<file path="src/rtl/tmds_channel_encoder_ctrl.sv">
// rtl/tmds_channel_encoder_ctrl.sv - DVI TMDS channel encoder: 8->9 pre-encode, DC balancing, control tokens
// Two enabled-cycle pipeline: S1 registers the transition-minimised word, S2 picks the symbol and updates disparity.
module tmds_channel_encoder_ctrl #(
    parameter int         CNT_W     = 6,
    parameter logic [9:0] RST_TOKEN = 10'h354
) (
    input  logic             i_clk,
    input  logic             i_rst_n,
    input  logic             i_ce,
    input  logic             i_de,
    input  logic [7:0]       i_data,
    input  logic [1:0]       i_ctrl,
    output logic [9:0]       o_tmds,
    output logic             o_de,
    output logic [CNT_W-1:0] o_disp
);
    localparam logic [CNT_W-1:0] TWO   = CNT_W'(2);
    localparam logic [CNT_W-1:0] EIGHT = CNT_W'(8);

    logic             s1_de_q, s1_de_d;
    logic [1:0]       s1_ctrl_q, s1_ctrl_d;
    logic [8:0]       s1_qm_q, s1_qm_d;
    logic [9:0]       tmds_q, tmds_d;
    logic             de_q, de_d;
    logic [CNT_W-1:0] cnt_q, cnt_d;

    logic [3:0]       n1_data;
    logic             use_xnor;
    logic [3:0]       n1q;
    logic [CNT_W-1:0] n1q_ext;
    logic [CNT_W-1:0] diff;
    logic             q8;
    logic             cnt_pos;
    logic             cnt_neg;

    // S1: XNOR chain when the byte is one-heavy, which minimises transitions in q_m
    always_comb begin
        n1_data = 4'd0;
        for (int i = 0; i < 8; i++) begin
            n1_data = n1_data + {3'd0, i_data[i]};
        end
        use_xnor = (n1_data > 4'd4) || ((n1_data == 4'd4) && !i_data[0]);
        s1_qm_d    = 9'd0;
        s1_qm_d[0] = i_data[0];
        for (int i = 1; i < 8; i++) begin
            s1_qm_d[i] = use_xnor ? ~(s1_qm_d[i-1] ^ i_data[i]) : (s1_qm_d[i-1] ^ i_data[i]);
        end
        s1_qm_d[8] = ~use_xnor;
        s1_de_d    = i_de;
        s1_ctrl_d  = i_ctrl;
    end

    // S2: diff is N1q - N0q, i.e. 2*N1q - 8, in CNT_W-bit two's complement
    always_comb begin
        n1q = 4'd0;
        for (int i = 0; i < 8; i++) begin
            n1q = n1q + {3'd0, s1_qm_q[i]};
        end
        n1q_ext = {{(CNT_W-4){1'b0}}, n1q};
        diff    = {n1q_ext[CNT_W-2:0], 1'b0} - EIGHT;
        q8      = s1_qm_q[8];
        cnt_neg = cnt_q[CNT_W-1];
        cnt_pos = !cnt_q[CNT_W-1] && (cnt_q != '0);

        tmds_d = tmds_q;
        cnt_d  = cnt_q;
        de_d   = s1_de_q;
        if (!s1_de_q) begin
            cnt_d = '0;
            case (s1_ctrl_q)
                2'b00:   tmds_d = 10'h354;
                2'b01:   tmds_d = 10'h0AB;
                2'b10:   tmds_d = 10'h154;
                default: tmds_d = 10'h2AB;
            endcase
        end else if ((cnt_q == '0) || (n1q == 4'd4)) begin
            tmds_d = {~q8, q8, q8 ? s1_qm_q[7:0] : ~s1_qm_q[7:0]};
            cnt_d  = q8 ? (cnt_q + diff) : (cnt_q - diff);
        end else if ((cnt_pos && (n1q > 4'd4)) || (cnt_neg && (n1q < 4'd4))) begin
            tmds_d = {1'b1, q8, ~s1_qm_q[7:0]};
            cnt_d  = cnt_q + (q8 ? TWO : '0) - diff;
        end else begin
            tmds_d = {1'b0, q8, s1_qm_q[7:0]};
            cnt_d  = cnt_q + diff - (q8 ? '0 : TWO);
        end
    end

    always_ff @(posedge i_clk or negedge i_rst_n) begin
        if (!i_rst_n) begin
            s1_de_q   <= 1'b0;
            s1_ctrl_q <= 2'b00;
            s1_qm_q   <= 9'd0;
            tmds_q    <= RST_TOKEN;
            de_q      <= 1'b0;
            cnt_q     <= '0;
        end else if (i_ce) begin
            s1_de_q   <= s1_de_d;
            s1_ctrl_q <= s1_ctrl_d;
            s1_qm_q   <= s1_qm_d;
            tmds_q    <= tmds_d;
            de_q      <= de_d;
            cnt_q     <= cnt_d;
        end
    end

    assign o_tmds = tmds_q;
    assign o_de   = de_q;
    assign o_disp = cnt_q;

endmodule

</file>
<file path="config.mk">
export PLATFORM = sky130hd
export DESIGN_NAME = tmds_channel_encoder_ctrl
export DESIGN_NICKNAME = d
export VERILOG_FILES = /design/src/rtl/tmds_channel_encoder_ctrl.sv
export SDC_FILE = /design/constraint.sdc
export NUM_CORES = 1
export LEC_CHECK = 0
export CAP_MARGIN = 20
export CORE_ASPECT_RATIO = 0.9
export CORE_UTILIZATION = 45
export CTS_CLUSTER_SIZE = 16
export DETAILED_ROUTE_END_ITERATION = 6
export GPL_TIMING_DRIVEN = 0
export PLACE_DENSITY = 0.77
export SLEW_MARGIN = 20
export SYNTH_ARGS = -nofsm -noshare
export SYNTH_HDL_FRONTEND = slang
export SYNTH_SLANG_ARGS = --single-unit
export TNS_END_PERCENT = 5
</file>
<file path="constraint.sdc">
create_clock -name i_clk -period 6.65 [get_ports i_clk]
set_clock_uncertainty 0.2 [all_clocks]
set_input_delay 1.33 -clock i_clk [delete_from_list [all_inputs] [get_ports i_clk]]
set_output_delay 1.33 -clock i_clk [all_outputs]
set_load 0.02 [all_outputs]
</file>
* After elaboration in Yosys (flattened, before gate mapping)
Index checks and enable logic that the tools add are counted.
** Operators by class
- $add $sub $neg :: 20
- Order comparisons :: 3
- Equal/unequal tests :: 4
- Muxes and demuxes :: 18
- Bitwise logic cells :: 17
- Reduce and logical (&&, ||, !) cells :: 12
** Operators with widths (number)
- 4-bit by 1-bit adder with 4-bit output :: 8
- 10-bit 2-to-1 mux :: 3
- 10-bit one-hot mux with 3 select lines :: 1
- 6-bit 2-to-1 mux :: 4
- 6-bit subtractor :: 2
- 1-bit inverter :: 9
- 3-bit by 1-bit adder with 4-bit output :: 2
- 4-bit by 3-bit equality test with 1-bit output, second input constant :: 2
- 4-bit by 3-bit greater-than comparator with 1-bit output, second input constant :: 2
- 8-bit 2-to-1 mux :: 1
- 8-bit inverter :: 1
- 1-bit 2-to-1 mux :: 7
- 1-bit XOR :: 7
- 2-bit by 1-bit adder with 3-bit output :: 2
- 6-bit by 2-bit adder with 6-bit output :: 1
- 6-bit adder :: 1
- 6-bit logical NOT :: 1
- 6-bit nonzero test :: 1
- 5-bit by 4-bit subtractor with 6-bit output, second input constant :: 1
- 6-bit by 2-bit subtractor with 6-bit output :: 1
- 1-bit by 1-bit adder with 2-bit output :: 2
- 1-bit logical AND :: 4
- 4-bit by 3-bit less-than comparator with 1-bit output, second input constant :: 1
- 2-bit 2-to-1 mux :: 2
- 5 further kinds :: 8
** Storage, ports and cells
- Flip-flop bits (word level) :: 29
- Input bits :: 14
- Output and inout port bits :: 17

* Logic depth before layout (Yosys ltp)
Gate-level depths: netlist of the first run.
- Depth in word-level cells :: 29
- Depth in mapped cells :: 17
- Gate-level depth less buffers :: 16

* Worst setup path after synthesis of the first run
No wires, ideal clock.
- Path kind :: input to register
- Start point :: input i_data[0]
- End point :: register s1_qm_q[5]
- Arrival :: 4.451 ns
- Required time :: 6.325 ns
- Slack :: 1.874 ns
- Stages :: 12
- Path buffers :: 0
- Cell sequence :: inv_1 -> fa_1 -> fa_1 -> fa_1 -> inv_1 -> ha_1 -> fa_1 -> nor3b_1 -> o22ai_1 -> xnor2_1 -> xor2_1 -> mux2_2
** Between the ends
- Cells in the longest elaborated chain, start to end :: 23
- Elaborated cells between the ends (all ways) :: 27
- Classes of those cells :: add/sub (7); order compare (1); eq/ne (1); mux (5); bitwise (10); reduce/logical (3)
** Ends and longest elaborated chain
- start: declaration :: RTL line 11 : input logic [7:0] i_data,
- parallel branches: the longest is 22 deep, another holds 3-bit by 1-bit adder with 4-bit output
- 1-bit 2-to-1 mux * :: RTL line 46 : s1_qm_d[i] = use_xnor ? ~(s1_qm_d[i-1] ^ i_data[i]) : (s1_qm_d[i-1] ^ i_data[i]);
- end signal: assignment :: RTL line 99 : s1_qm_q <= s1_qm_d;
- end: declaration :: RTL line 22 : logic [8:0] s1_qm_q, s1_qm_d;
Mark *: on every way between the ends.
A chain may end at the register's enable or synchronous reset.

* Worst setup path in the final report of the first run
Ends and elaborated chain as after synthesis.

==> out/metrics.csv, run 1 <==
stage,metric,value,unit
clock_tree,post_cts_resized,0,
clock_tree,post_cts_buffers,0,
critical_path,cp-start-kind,input pin,
timing,fin_crit,5.292,ns
final_layout,layout.nets,354,
timing,period_share,79.59,%
clock_tree,ctsHoldBuffers,0,
die,fp.dieH,73.06,µm
timing,hold_viol_final,0,
timing,rsz0062_at_grt,no,
yosys,synthArstFlopShare,100.0,%
yosys,synthesis.area,0.002525,mm²
clock_tree,cts.sinks,28,
final_layout,area_growth,16.80,%
detailed_routing,dr.pass1.iters,4,
clock_tree,clockBufferDepth,2,
critical_path,worstPathArrival,5.26,ns
global_route,grt_antenna_before_repair,0,
placed_design,hpwl,4.127,mm
die,core_area,0.005318,mm²
detailed_routing,drtIter0Drc,96,
die,die_w,80.96,µm
detailed_routing,detail-route-antenna-nets,0,
yosys,syn_inst,265,
final_layout,seq_area,706.9,µm²
final_layout,drive_above_1_share,6.711,%
global_route,grt_pass1_vias,1933,
clock_tree,cts_tree,built,
yosys,synth_edf_count,0,
critical_path,critPathKind,input pin to flip-flop,
clock_tree,cts_buffers,3,
yosys,avgSynthCellArea,9.528,µm²
run,cap_violations,0,
timing,maxSlewViolCount,0,
timing,slew_headroom,60.30,%
placed_design,place_ws,1.049,ns
yosys,synth.distinct_cells,49,
critical_path,r2r-start,s1_qm_q[0]$_DFFE_PN0P_,
placed_design,port_buffers,29,
final_layout,fill_cells,493,
yosys,synth-seq-area-share,28.00,%
critical_path,critPathLaunch,i_data[0],
placed_design,place_inst,361,
die,start_util,47.48,%
global_route,grt_max_degree,29,
detailed_routing,drc_errors,0,
detailed_routing,viasPerCell,5.312,
detailed_routing,vias,1939,
critical_path,worst-path-max-fanout,4,
timing,fmax,188.9,MHz
global_route,grt_overflow,0,
die,row_count,25,
yosys,synth_top_flop_cell,dfrtp_1,
clock_tree,clk_latency,0.28,ns
timing,tightest_slew,0.5955,ns
critical_path,critPathRequiredTime,6.62,ns
die,num_io_pins,31,
timing,fin_setup_tns,0,ns
critical_path,cp-end-kind,flip-flop,
detailed_routing,wirelength,5.128,mm
detailed_routing,wl_per_cell,14.05,µm
final_layout,fin_cells,365,
timing,setup_slack,1.358,ns
global_route,grt_pass1_wl,8.976,mm
min_path,hold_class,flip-flop to flip-flop,
final_layout,mostFrequentLayoutCells,"inv_1, clkdlybuf4s50_1, ha_1, xnor2_1, dfrtp_1",
clock_tree,htree_levels,1,
yosys,ys_ff_latch,28,
placed_design,routabilityCongestion,0.8592,
final_layout,final_common_cell,inv_1,
clock_tree,clk_pin_slew,0.09,ns
yosys,synth_warnings,0,
yosys,synth_nets,320,
timing,setup_violations,0,
final_layout,diodes,0,
die,design.die.area,0.005915,mm²
final_layout,multiInputGateArea,0.001613,mm²
clock_tree,root_buffer,clkbuf_8,
outcome,status,completed,
min_path,hp-start,o_tmds[9]$_DFFE_PN1P_,
global_route,grt_usage,19.80,%
[flip-flops by register name, summed over array words and instances (netlist names)]
register / count
de_d: 1
o_de: 1
o_disp: 5
o_tmds: 10
s1_ctrl_q: 2
s1_qm_q: 9
[cells in the mapped netlist (all sizes together) (2+ instances only)]
master   n  share of area [%]
nor2b    4               0.99
inv     43                6.4
a211o    2               0.69
nand2   11                1.6
a21oi   12                2.4
nor2    13                1.9
dfrtp   23                 23
nand3    2               0.40
ha      27                 13
a211oi   6                1.8
a21o     2               0.59
o22ai    7                1.7
fa      14                 11
o21ai   15                3.0
o21bai   4                1.2
mux2     4                1.8
buf      4               0.84
xnor2   23                8.0
nor3b    2               0.59
clkbuf   5               0.74
dfstp    5                5.2
o31ai    2               0.59
mux2i    5                2.5
o21a     2               0.59
xor2     7                2.4
[stage by stage]
| stage | hold WS, ns | cell area (µm²) | util, % |
|---|---|---|---|
| after floorplan | 0.3113 | 2525 | - |
| after global placement | 0.2821 | 2899 | 54.52 |
| after detailed placement | 0.3018 | 2894 | 54.42 |
| after CTS | 0.3159 | 2949 | 55.46 |
| after global routing | 0.3564 | 2949 | 55.46 |
| final | 0.3133 | 2949 | 55.46 |
[worst max-delay path: stages]
cell             delay, ns
clkdlybuf4s50_1       0.55
inv_1                 0.08
fa_1                  0.56
fa_1                  0.43
fa_1                  0.50
inv_1                 0.04
ha_1                  0.20
fa_1                  0.48
nor3b_1               0.04
o22ai_1               0.42
xnor2_1               0.17
xor2_1                0.18
mux2_2                0.26
[final timing paths]
kind / slack (ns) / cells after the start / end
worst max-delay path: 1.36 / 13 / s1_qm_q[5]$_DFFE_PN0P_
worst min-delay path: 0.31 / 2 / o_tmds[9]$_DFFE_PN1P_
worst max register to register: 1.58 / 16 / o_disp[5]$_DFFE_PN0P_
worst min register to register: 0.31 / 2 / o_tmds[9]$_DFFE_PN1P_
max in group asynchronous: 5.01 / 1 / s1_qm_q[8]$_DFFE_PN0P_
min in group asynchronous: 0.84 / 1 / o_tmds[1]$_DFFE_PN0P_
[cell type report]
class / instances / area share (%)
Sequential cell: 28 / 23.97
Multi-Input combinational cell: 184 / 54.69
Clock buffer: 4 / 1.867
Tap cell: 67 / 2.843
Timing Repair Buffer: 29 / 9.673
Inverter: 44 / 5.600
Buffer: 9 / 1.358
[layer usage]
layer	routed length (µm)	vias up	track usage (%)
li1	-	945	-
met1	2480	931	28.45
met2	2326	57	30.53
met3	272	6	3.875
met4	48	0	4.960
met5	0	-	0
[cells by family (layout without fill, tap and decap cells)]
family | after synthesis | after routing | synth area share (%)
buffers and inverters | 53 | 86 | 8.127
muxes | 9 | 9 | 4.262
xor gates and xnor gates | 31 | 31 | 11.30
other | 1 | 1 | 0.1485
and+or+nand+nor | 40 | 40 | 7.682
adders and majority gates | 41 | 41 | 24.48
DFF | 28 | 28 | 28.00
AOI/OAI and AO/OA | 62 | 62 | 16.01
Power of run 1 is not shown: default switching activity piles up to over one toggle a cycle in this logic, so the estimate is an artifact.
==> run 2: changes to the inputs <==
Clock period 6.65 ns to 5.2 ns, I/O delays scaled along.
==> out/metrics.csv, run 2 (synthesized netlist as in run 1, its figures left out) <==
stage,metric,value,unit,change
clock_tree,clk_pin_slew,0.09,ns,about the same
timing,setup_slack,0.1883,ns,was 1.358 ns
final_layout,final_common_cell,inv_1,,unchanged
run,cap_violations,0,,unchanged
detailed_routing,vias,1965,,was 1939
critical_path,r2r-start,s1_qm_q[0]$_DFFE_PN0P_,,unchanged
critical_path,critPathSlowestCell,fa_1,,unchanged
timing,hold_viol_final,0,,unchanged
critical_path,cp_top_family,adder cells,,unchanged
die,fp.dieH,73.06,µm,unchanged
critical_path,critPathKind,input pin to flip-flop,,unchanged
timing,setup_violations,0,,unchanged
timing,period_share,96.38,%,
clock_tree,cts_buffers,3,,unchanged
clock_tree,clk_latency,0.28,ns,about the same
clock_tree,clockBufferDepth,2,,unchanged
timing,hold-worst-slack,0.3176,ns,was 0.3133 ns
die,design.die.area,0.005915,mm²,unchanged
critical_path,cp-start-kind,input pin,,unchanged
critical_path,cp-end-kind,flip-flop,,unchanged
detailed_routing,drc_errors,0,,unchanged
critical_path,critPathRequiredTime,5.17,ns,was 6.62 ns
final_layout,fin_cells,364,,was 365
die,num_io_pins,31,,unchanged
timing,fin_crit,5.012,ns,
die,row_count,25,,unchanged
die,die_w,80.96,µm,unchanged
final_layout,fin_util,55.65,%,was 55.46%
timing,slew_headroom,60.02,%,was 60.30%
die,start_util,47.48,%,unchanged
placed_design,place_ws,-0.1113,ns,was 1.049 ns
global_route,grt_pass1_vias,1933,,unchanged
clock_tree,post_cts_buffers,0,,unchanged
final_layout,fill_cells,487,,was 493
placed_design,hpwl,4.127,mm,unchanged
critical_path,r2r_end,o_disp[5]$_DFFE_PN0P_,,unchanged
timing,fmax,199.5,MHz,
detailed_routing,detail-route-antenna-nets,0,,unchanged
placed_design,place_inst,361,,unchanged
clock_tree,cts.sinks,28,,unchanged
outcome,status,completed,,unchanged
final_layout,drive_above_1_share,7.407,%,was 6.711%
critical_path,cp_slowest_stage_delay,0.56,ns,about the same
final_layout,layout.nets,353,,was 354
timing,maxSlewViolCount,0,,unchanged
critical_path,worst-path-max-fanout,4,,unchanged
placed_design,routabilityCongestion,0.8592,,unchanged
timing,tightest_slew,0.5998,ns,was 0.5955 ns
detailed_routing,wl_per_cell,14.13,µm,was 14.05 µm
min_path,holdPathEnd,o_tmds[9]$_DFFE_PN1P_,,unchanged
global_route,grt_max_degree,29,,unchanged
critical_path,crit_top_cell,fa_1,,unchanged
min_path,hp-start,o_tmds[9]$_DFFE_PN1P_,,unchanged
detailed_routing,wirelength,5.145,mm,was 5.128 mm
detailed_routing,dr.pass1.iters,4,,unchanged
critical_path,r2r_setup_slack,0.28,ns,was 1.58 ns
min_path,min_path_cells,2,,unchanged
clock_tree,cts_tree,built,,unchanged
timing,rsz0062_at_grt,no,,unchanged
global_route,grt_overflow,0,,unchanged
global_route,grt_antenna_before_repair,0,,unchanged
final_layout,mostFrequentLayoutCells,"inv_1, clkdlybuf4s50_1, ha_1, xnor2_1, dfrtp_1",,unchanged
critical_path,cp_cell_sequence,clkdlybuf4s50_1 > inv_1 > fa_1 > fa_1 > fa_1 > inv_1 > ha_1 > fa_1 > nor3b_1 > o22ai_1 > xnor2_1 > xor2_1 > mux2_2,,unchanged
die,core_area,0.005318,mm²,unchanged
detailed_routing,drtIter0Drc,84,,was 96
placed_design,port_buffers,29,,unchanged
final_layout,largest_register_ffs,10,,unchanged
clock_tree,root_buffer,clkbuf_8,,unchanged
critical_path,cp_num_buf_inv,3,,unchanged
clock_tree,ctsHoldBuffers,0,,unchanged
final_layout,diodes,0,,unchanged
critical_path,worstPathArrival,4.98,ns,was 5.26 ns
min_path,hold_class,flip-flop to flip-flop,,unchanged
critical_path,ff2ff_path_depth,15,,was 16
global_route,grt_usage,19.80,%,unchanged
detailed_routing,viasPerCell,5.398,,was 5.312
final_layout,area_growth,17.20,%,was 16.80%
global_route,grt_pass1_wl,8.976,mm,unchanged
clock_tree,htree_levels,1,,unchanged
-- run 2: metrics by stage --
step	TNS, ns	cell area (µm²)
final	0	2959
after global routing	0	2959
after CTS	0	2949
after detailed placement	-0.1113	2894
after global placement	-0.08343	2899
after floorplan	0	2525
-- run 2: worst min-delay path, stage by stage, from the launching register on --
cell	delay (ns)
dfstp_2	0.38
nor2_1	0.08
a21oi_1	0.05
-- run 2: cell type report --
cell class                 instances  area, µm²  share of cell area [%]
tap                               67      83.83                   2.833
sequential                        28      706.9                   23.89
buffer                             8      36.28                   1.226
timing repair buffer              29      285.3                   9.641
clock buffer                       4      55.05                   1.860
inverter                          44      165.2                   5.581
multi-input combinational        184       1627                   54.97
-- run 2: worst max path at each step --
stage | startpoint | to | slack, ns | depth (start not counted)
6_report | i_data[0] | s1_qm_q[5]$_DFFE_PN0P_ | 0.19 | 13
5_1_grt | i_data[0] | s1_qm_q[5]$_DFFE_PN0P_ | 0.02 | 13
4_1_cts | s1_qm_q[0]$_DFFE_PN0P_ | o_disp[5]$_DFFE_PN0P_ | 0.10 | 16
3_5_place_dp | i_data[0] | s1_qm_q[5]$_DFFE_PN0P_ | -0.11 | 13
3_3_place_gp | i_data[0] | s1_qm_q[5]$_DFFE_PN0P_ | -0.08 | 13
2_1_floorplan | s1_qm_q[0]$_DFFE_PN0P_ | o_disp[5]$_DFFE_PN0P_ | 0.57 | 16
-- run 2: routing by layer --
layer	global-route usage [%]	vias up	routed length [µm]
li1	-	947	-
met4	4.960	0	46
met3	3.875	6	250
met2	30.53	62	2324
met5	0	-	0
met1	28.45	950	2523
-- run 2: timing repair --
| item | CTS | global route |
|---|---|---|
| hold endpoints to repair | 0 | 0 |
| resized for setup | 0 | 2 |
| endpoints found under the setup margin | 0 | 1 |
Power of run 2 is left out for the same reason.
==> run 3: changes to the inputs <==
Settings changed: CAP_MARGIN 20 to not set, SKIP_CTS_REPAIR_TIMING set to 1.
==> results of run 3 <==
No change in the layout: final DEF, timing and power equal those of run 2.
Power of run 3 is left out for the same reason.
